<file path="config.mk">
export PLATFORM = sky130hd
export DESIGN_NAME = spi_tx_sched_flat
export DESIGN_NICKNAME = d
export VERILOG_FILES = /design/src/rtl/spi_pkg.sv /design/src/rtl/spi_tx_sched_if.sv /design/src/rtl/spi_tx_timer.sv /design/src/rtl/spi_tx_sched.sv /design/src/flat_wrapper.sv
export SDC_FILE = /design/constraint.sdc
export NUM_CORES = 1
export LEC_CHECK = 0
export BUFFER_PORTS_ARGS = -buffer_cell sky130_fd_sc_hd__buf_2
export CAP_MARGIN = 20
export CORE_MARGIN = 3
export CORE_UTILIZATION = 55
export CTS_BUF_LIST = sky130_fd_sc_hd__clkbuf_4 sky130_fd_sc_hd__clkbuf_8
export CTS_CLUSTER_SIZE = 16
export DETAILED_ROUTE_END_ITERATION = 12
export HOLD_SLACK_MARGIN = 0.15
export PLACE_DENSITY = 0.87
export SYNTH_ARGS = -nofsm -noshare
export SYNTH_HDL_FRONTEND = slang
export SYNTH_SLANG_ARGS = --single-unit
</file>
<file path="constraint.sdc">
create_clock -name clk -period 3.59 [get_ports clk]
set_input_delay 0.1795 -clock clk [delete_from_list [all_inputs] [get_ports clk]]
set_output_delay 0.1795 -clock clk [all_outputs]
set_load 0.005 [all_outputs]
</file>
<file path="src/rtl/spi_pkg.sv">
// Shared definitions for the SPI transmit scheduler: state encoding, byte width
// and the frame-length decode used when a burst is accepted.
package spi_pkg;

  localparam int BYTE_W = 8;
  localparam int LEN_W  = BYTE_W + 1;

  typedef logic [2:0] state_t;

  localparam state_t ST_IDLE  = 3'd0;
  localparam state_t ST_SETUP = 3'd1;
  localparam state_t ST_FETCH = 3'd2;
  localparam state_t ST_LOAD  = 3'd3;
  localparam state_t ST_SHIFT = 3'd4;
  localparam state_t ST_GAP   = 3'd5;
  localparam state_t ST_HOLD  = 3'd6;

  // A zero frame length stands for a full 256-byte burst.
  function automatic logic [LEN_W-1:0] burst_len(input logic [BYTE_W-1:0] frame_len);
    return (frame_len == '0) ? {1'b1, {BYTE_W{1'b0}}} : {1'b0, frame_len};
  endfunction

endpackage

</file>
<file path="src/rtl/spi_tx_sched_if.sv">
// Signal bundle between the transmit scheduler and its surroundings: frame
// control, the FIFO read side and the shift-engine handshake.
interface spi_tx_sched_if;
  import spi_pkg::*;

  logic              go;
  logic [BYTE_W-1:0] frame_len;
  logic              abort;
  logic              fifo_empty;
  logic [BYTE_W-1:0] fifo_dout;
  logic              fifo_rde;
  logic              spi_start;
  logic [BYTE_W-1:0] spi_data;
  logic              spi_done;
  logic              cs_n;
  logic              busy;
  logic              frame_done;
  logic              underrun;

  modport master (
    input  go, frame_len, abort, fifo_empty, fifo_dout, spi_done,
    output fifo_rde, spi_start, spi_data, cs_n, busy, frame_done, underrun
  );

  modport slave (
    output go, frame_len, abort, fifo_empty, fifo_dout, spi_done,
    input  fifo_rde, spi_start, spi_data, cs_n, busy, frame_done, underrun
  );

endinterface

</file>
<file path="src/rtl/spi_tx_timer.sv">
// Loadable down-counter with a zero flag, shared by the setup, gap and hold
// intervals of the transmit scheduler.
module spi_tx_timer #(
  parameter int CNT_W = 4
) (
  input  logic             clk,
  input  logic             rstn,
  input  logic             load,
  input  logic [CNT_W-1:0] load_val,
  output logic             zero
);

  logic [CNT_W-1:0] count;

  always_ff @(posedge clk or negedge rstn) begin
    if (!rstn) begin
      count <= '0;
    end else if (load) begin
      count <= load_val;
    end else if (count != '0) begin
      count <= count - CNT_W'(1);
    end
  end

  assign zero = (count == '0);

endmodule

</file>
<file path="src/rtl/spi_tx_sched.sv">
// SPI transmit scheduler: frames a burst of FIFO bytes under chip select, one
// pop per byte, with programmable setup, inter-byte gap and hold intervals.
module spi_tx_sched
  import spi_pkg::*;
#(
  parameter int CS_SETUP = 2,
  parameter int CS_HOLD  = 2,
  parameter int GAP      = 1,
  parameter int CNT_W    = 4
) (
  input logic            clk,
  input logic            rstn,
  spi_tx_sched_if.master bus
);

  state_t            state;
  state_t            next_state;
  logic [LEN_W-1:0]  bytes_left;
  logic              go_accept;
  logic              timer_load;
  logic [CNT_W-1:0]  timer_val;
  logic              timer_zero;
  logic              fifo_rde;
  logic              spi_start;
  logic [BYTE_W-1:0] spi_data;
  logic              frame_done;
  logic              underrun;

  assign go_accept = (state == ST_IDLE) && bus.go;

  spi_tx_timer #(.CNT_W(CNT_W)) u_timer (
    .clk      (clk),
    .rstn     (rstn),
    .load     (timer_load),
    .load_val (timer_val),
    .zero     (timer_zero)
  );

  always_ff @(posedge clk or negedge rstn) begin
    if (!rstn) begin
      state <= ST_IDLE;
    end else begin
      state <= next_state;
    end
  end

  // Abort never cuts a byte short: LOAD and SHIFT only honour it once spi_done arrives.
  always_comb begin
    next_state = state;
    case (state)
      ST_IDLE:  if (bus.go) next_state = ST_SETUP;
      ST_SETUP: begin
        if (bus.abort)       next_state = ST_HOLD;
        else if (timer_zero) next_state = ST_FETCH;
      end
      ST_FETCH: begin
        if (bus.abort)            next_state = ST_HOLD;
        else if (!bus.fifo_empty) next_state = ST_LOAD;
      end
      ST_LOAD:  next_state = ST_SHIFT;
      ST_SHIFT: begin
        if (bus.spi_done) begin
          if ((bytes_left == '0) || bus.abort) next_state = ST_HOLD;
          else if (GAP > 0)                    next_state = ST_GAP;
          else                                 next_state = ST_FETCH;
        end
      end
      ST_GAP: begin
        if (bus.abort)       next_state = ST_HOLD;
        else if (timer_zero) next_state = ST_FETCH;
      end
      ST_HOLD:  if (timer_zero) next_state = ST_IDLE;
      default:  next_state = ST_IDLE;
    endcase
  end

  // The interval timer is reloaded on entry to each timed state.
  always_comb begin
    fifo_rde   = (state == ST_FETCH) && !bus.abort && !bus.fifo_empty;
    timer_load = 1'b0;
    timer_val  = '0;
    if (next_state != state) begin
      case (next_state)
        ST_SETUP: begin
          timer_load = 1'b1;
          timer_val  = CNT_W'(CS_SETUP - 1);
        end
        ST_GAP: begin
          timer_load = 1'b1;
          timer_val  = CNT_W'(GAP - 1);
        end
        ST_HOLD: begin
          timer_load = 1'b1;
          timer_val  = CNT_W'(CS_HOLD - 1);
        end
        default: begin
          timer_load = 1'b0;
        end
      endcase
    end
  end

  always_ff @(posedge clk or negedge rstn) begin
    if (!rstn) begin
      bytes_left <= '0;
      spi_data   <= '0;
      spi_start  <= 1'b0;
      frame_done <= 1'b0;
      underrun   <= 1'b0;
    end else begin
      spi_start  <= (state == ST_LOAD);
      frame_done <= (state == ST_HOLD) && (next_state == ST_IDLE);
      if (go_accept) begin
        bytes_left <= burst_len(bus.frame_len);
        underrun   <= 1'b0;
      end else if (state == ST_LOAD) begin
        spi_data   <= bus.fifo_dout;
        bytes_left <= bytes_left - LEN_W'(1);
      end else if ((state == ST_FETCH) && bus.fifo_empty && !bus.abort) begin
        underrun   <= 1'b1;
      end
    end
  end

  assign bus.fifo_rde   = fifo_rde;
  assign bus.spi_start  = spi_start;
  assign bus.spi_data   = spi_data;
  assign bus.frame_done = frame_done;
  assign bus.underrun   = underrun;
  assign bus.cs_n       = (state == ST_IDLE);
  assign bus.busy       = (state != ST_IDLE);

endmodule

</file>
<file path="src/flat_wrapper.sv">
// flat-port wrapper written by rule: the top's interface ports become plain ports
module spi_tx_sched_flat import spi_pkg::*;
#(
  parameter int CS_SETUP = 2,
  parameter int CS_HOLD  = 2,
  parameter int GAP      = 1,
  parameter int CNT_W    = 4
)
  (clk, rstn, bus_go, bus_frame_len, bus_abort, bus_fifo_empty, bus_fifo_dout, bus_spi_done, bus_fifo_rde, bus_spi_start, bus_spi_data, bus_cs_n, bus_busy, bus_frame_done, bus_underrun);
  spi_tx_sched_if bus_i ();
  input logic clk;
  input logic rstn;
  input wire logic [$bits(bus_i.go)-1:0] bus_go;
  input wire logic [$bits(bus_i.frame_len)-1:0] bus_frame_len;
  input wire logic [$bits(bus_i.abort)-1:0] bus_abort;
  input wire logic [$bits(bus_i.fifo_empty)-1:0] bus_fifo_empty;
  input wire logic [$bits(bus_i.fifo_dout)-1:0] bus_fifo_dout;
  input wire logic [$bits(bus_i.spi_done)-1:0] bus_spi_done;
  output wire logic [$bits(bus_i.fifo_rde)-1:0] bus_fifo_rde;
  output wire logic [$bits(bus_i.spi_start)-1:0] bus_spi_start;
  output wire logic [$bits(bus_i.spi_data)-1:0] bus_spi_data;
  output wire logic [$bits(bus_i.cs_n)-1:0] bus_cs_n;
  output wire logic [$bits(bus_i.busy)-1:0] bus_busy;
  output wire logic [$bits(bus_i.frame_done)-1:0] bus_frame_done;
  output wire logic [$bits(bus_i.underrun)-1:0] bus_underrun;
  assign bus_i.go = bus_go;
  assign bus_i.frame_len = bus_frame_len;
  assign bus_i.abort = bus_abort;
  assign bus_i.fifo_empty = bus_fifo_empty;
  assign bus_i.fifo_dout = bus_fifo_dout;
  assign bus_i.spi_done = bus_spi_done;
  assign bus_fifo_rde = bus_i.fifo_rde;
  assign bus_spi_start = bus_i.spi_start;
  assign bus_spi_data = bus_i.spi_data;
  assign bus_cs_n = bus_i.cs_n;
  assign bus_busy = bus_i.busy;
  assign bus_frame_done = bus_i.frame_done;
  assign bus_underrun = bus_i.underrun;
  spi_tx_sched #(.CS_SETUP(CS_SETUP), .CS_HOLD(CS_HOLD), .GAP(GAP), .CNT_W(CNT_W)) u_core (.clk(clk), .rstn(rstn), .bus(bus_i));
endmodule
</file>
==> metrics.md <==
| Metric | Value |
|---|---|
| Status | complete, no violations |
| Drt first pass iters | 4 |
| Sequential share of the synthesized area | 48.60% |
| Num CTS Buffers | 3 |
| Vias in the first global route | 1409 |
| Yosys cell types | 41 |
| I/O pin total | 36 |
| Static Leak | 0.8867 nW |
| Final #Nets | approximately 230 |
| Die X | 56.28 um |
| Final setup fails | 0 |
| Post-route setup TNS | 0 ns |
| #FFs+latches synth | 27 |
| Final setup skew | 0.002335 ns |
| Syn nets | around 180 |
| Crit end category | flip-flop |
| R2r worst-path depth | 5 |
| Crit-path slowest cell | inv_1 |
| Chain of cells forming the critical path | nand3b_1 > inv_1 > nand2_1 > o311ai_0 > nand3_1 |
| Power Density | a little over 700 nW/um^2 |
| RePlAce Congestion | about 1 |
| DR iter-0 viols | 53 |
| Syn Inst Count | 150 |
| Final slew viol count | 0 |
| Layout Utilization | between 70% and 80% |
| WL per Instance | 14.85 um |
| Vias | 1370 |
| Cell area after placement | 1589 um^2 |
| Total global routing overflow | 0 |
| Flop2flop setup slack | between 1 and 1.5 ns |
| Setup Buffers After CTS | 0 |
| Mapped Area | 1390 um^2 |
| Clock transition at the registers of the reported paths | 0.14 ns |
| Area of the multi-input gates | 665.6 um^2 |
| Detailed-route vias per instance | 5.880 |
| PnR worst setup slack | 1.378 ns |
| Worst Setup SP | u_core.state[2] |
| Core area | 2297 um^2 |
| Max_cap viols | 0 |
| Setup WS pre-CTS | 1.447 ns |
| DP Wirelength | 2290 um |
| Max transition margin | 61.28% |
| H-tree depth | 1 |
| All-Layer GR Usage | between 20% and 30% |
| Critical Path Max Stage Delay | 0.53 ns |
| Worst Hold Depth | 4 |
| Worst EP required | between 3 and 4 ns |
| Fraction of registers with async set/reset | 100.0% |
| Hold Path Class | in -> reg |
| Share of cells above drive strength 1 | between 20% and 30% |
| Antenna-violating nets left | 0 |
| Yosys warnings | 0 |
| CP max FO | 15 |
| Die area | ~3200 um^2 |
| Area Growth Syn to Fin | 30.15% |
| Worst Tran Pin Value | 0.5730 ns |
| Initial antenna violation count | 0 |
| Final period utilization | between 60% and 70% |
| Maximum VDD drop | 0.4751 mV |
| Largest net degree at the start of global routing | 28 |
| Post-CTS sizing | 0 |
| DRC viols | 0 |
| DRT Wirelength | around 3500 um |
| Initial Util | 60.51% |
| EDFF count, synth | 0 |
| Min cycle time layout | between 2 and 2.5 ns |
| Synth Area per Inst | 9.267 um^2 |
| CTS tree | yes |
| Final Hold Fails | 0 |
| Kind of critical path | reg -> reg |
| Crit start category | flip-flop |
| Port Buffers | 35 |
| Crit path DAT | around 2.4 ns |
| First-pass GRT wire length | about 6000 um |
| Die Span Y | 56.28 um |
| RSZ-0062 raised after global routing | no |
| Reg area | 675.6 um^2 |
| Rows | 17 |
| CTS Buffer Depth | 2 |
| Min-Delay Endpoint | u_core.u_timer.count[3] |
| FF-to-FF Start | u_core.state[2] |
| Fmax | 452.0 MHz |
| Worst Hold Launch | bus_go |
| Final Cell Area | 1809 um^2 |
| Main synth FF type | dfrtp_1 |
| Sink Count | 27 |
| Worst R2R End | u_core.bytes_left[5] |
| Diode count | 0 |
| Filler Cell Count | 152 |
| Worst-skew pair later-pin latency | 0.33 ns |
| CTS root buf | clkbuf_4 |
==> cells by family (layout without fill, tap and decap cells) <==
kind of cell             Yosys count  in the layout  share of synthesized area, %
XOR/XNOR                           2              2                         1.260
AND/OR/NAND/NOR                   71             71                         25.56
multiplexers                       1              1                        0.7201
adder cells (fa/ha/maj)            4              4                         3.421
flip-flops                        27             27                         48.61
AO/OA/AOI/OAI                     33             33                         16.92
buffers and inverters             12             67                         3.510
==> worst max path at each step <==
stage                                    endpoint  slack, ns  cells after the start
final                        u_core.bytes_left[5]       1.38                      5
after global routing         u_core.bytes_left[5]       1.15                      5
after CTS                    u_core.bytes_left[5]       1.42                      5
after detailed placement     u_core.bytes_left[5]       1.45                      5
after global placement       u_core.bytes_left[5]       1.57                      5
after floorplan           u_core.u_timer.count[0]       1.92                      6
==> Yosys cell counts (all sizes together) (3+ instances only) <==
master  instances  area share (%)
nor2b           5             2.3
a211oi          3             1.6
a21oi           7             2.5
ha              3             2.7
o211ai          4             2.5
inv             8             2.2
nor2            8             2.2
dfrtp          27              49
nand2          36             9.9
o21ai           7             2.5
nor3            4             1.4
nand3           3             1.1
o311ai          3             1.9
a221o           3             2.2
nor4            3             1.4
==> placed cells by master (no fill, tap or decap), types with 2 or more instances in the layout <==
cell type,instances
nor3_1,4
o21ai_0,5
nor2_1,8
a211oi_1,3
nor4_1,3
clkbuf_4,4
o21ai_1,2
nand3_1,3
nand2_1,35
a22o_1,2
o311ai_0,3
o211ai_1,3
dfrtp_1,27
dlygate4sd3_1,19
ha_1,3
inv_1,8
a21oi_1,7
a221o_1,3
buf_2,35
or3_1,2
nor2b_1,5
==> repair_timing <==
action / 4_1_cts / 5_1_grt
hold buffers: 19 / 0
setup endpoints to repair: 0 / 0
hold endpoints to repair: 45 / 0
==> state kept, by name, indices dropped and copies added (netlist names) <==
register,flops
u_core.bus.frame_done,1
u_core.bus.spi_data,8
u_core.bus.spi_start,1
u_core.bus.underrun,1
u_core.bytes_left,9
u_core.state,3
u_core.u_timer.count,4
==> through the flow <==
step,power (mW),hold WS [ns],std cells
detailed placement,1.141,0.2265,210
finish,1.305,0.3309,233
global route,1.415,0.3525,233
floorplan,0.9520,-0.1161,150
global placement,1.112,0.2116,210
CTS,1.299,0.3215,233
==> power breakdown <==
part / internal (mW) / switching, mW
clock: 0.0512 / 0.0898
combinational: 0.285 / 0.319
sequential: 0.438 / 0.123
==> cell type report <==
cell class | instances | area share (%)
timing repair buffer | 55 | 20.61
sequential | 27 | 37.34
inverter | 8 | 1.660
multi-input combinational | 111 | 36.79
tap | 28 | 1.936
clock buffer | 4 | 1.660
==> per-layer routing <==
metal	vias up	global-route usage (%)	wire length (um)
met4	0	6.102	63
met5	-	0	0
met3	10	4.368	240
met2	63	41.24	1709
li1	645	-	-
met1	652	29.49	1445
==> critical path, delay by kind of cell (launching register included) <==
kind | cells | cell delay (ns)
AO/OA/AOI/OAI | 1 | 0.32
buffers and inverters | 1 | 0.53
flip-flops | 1 | 0.48
AND/OR/NAND/NOR | 3 | 0.77
No activity file was read; power rests on OpenSTA's default activity.
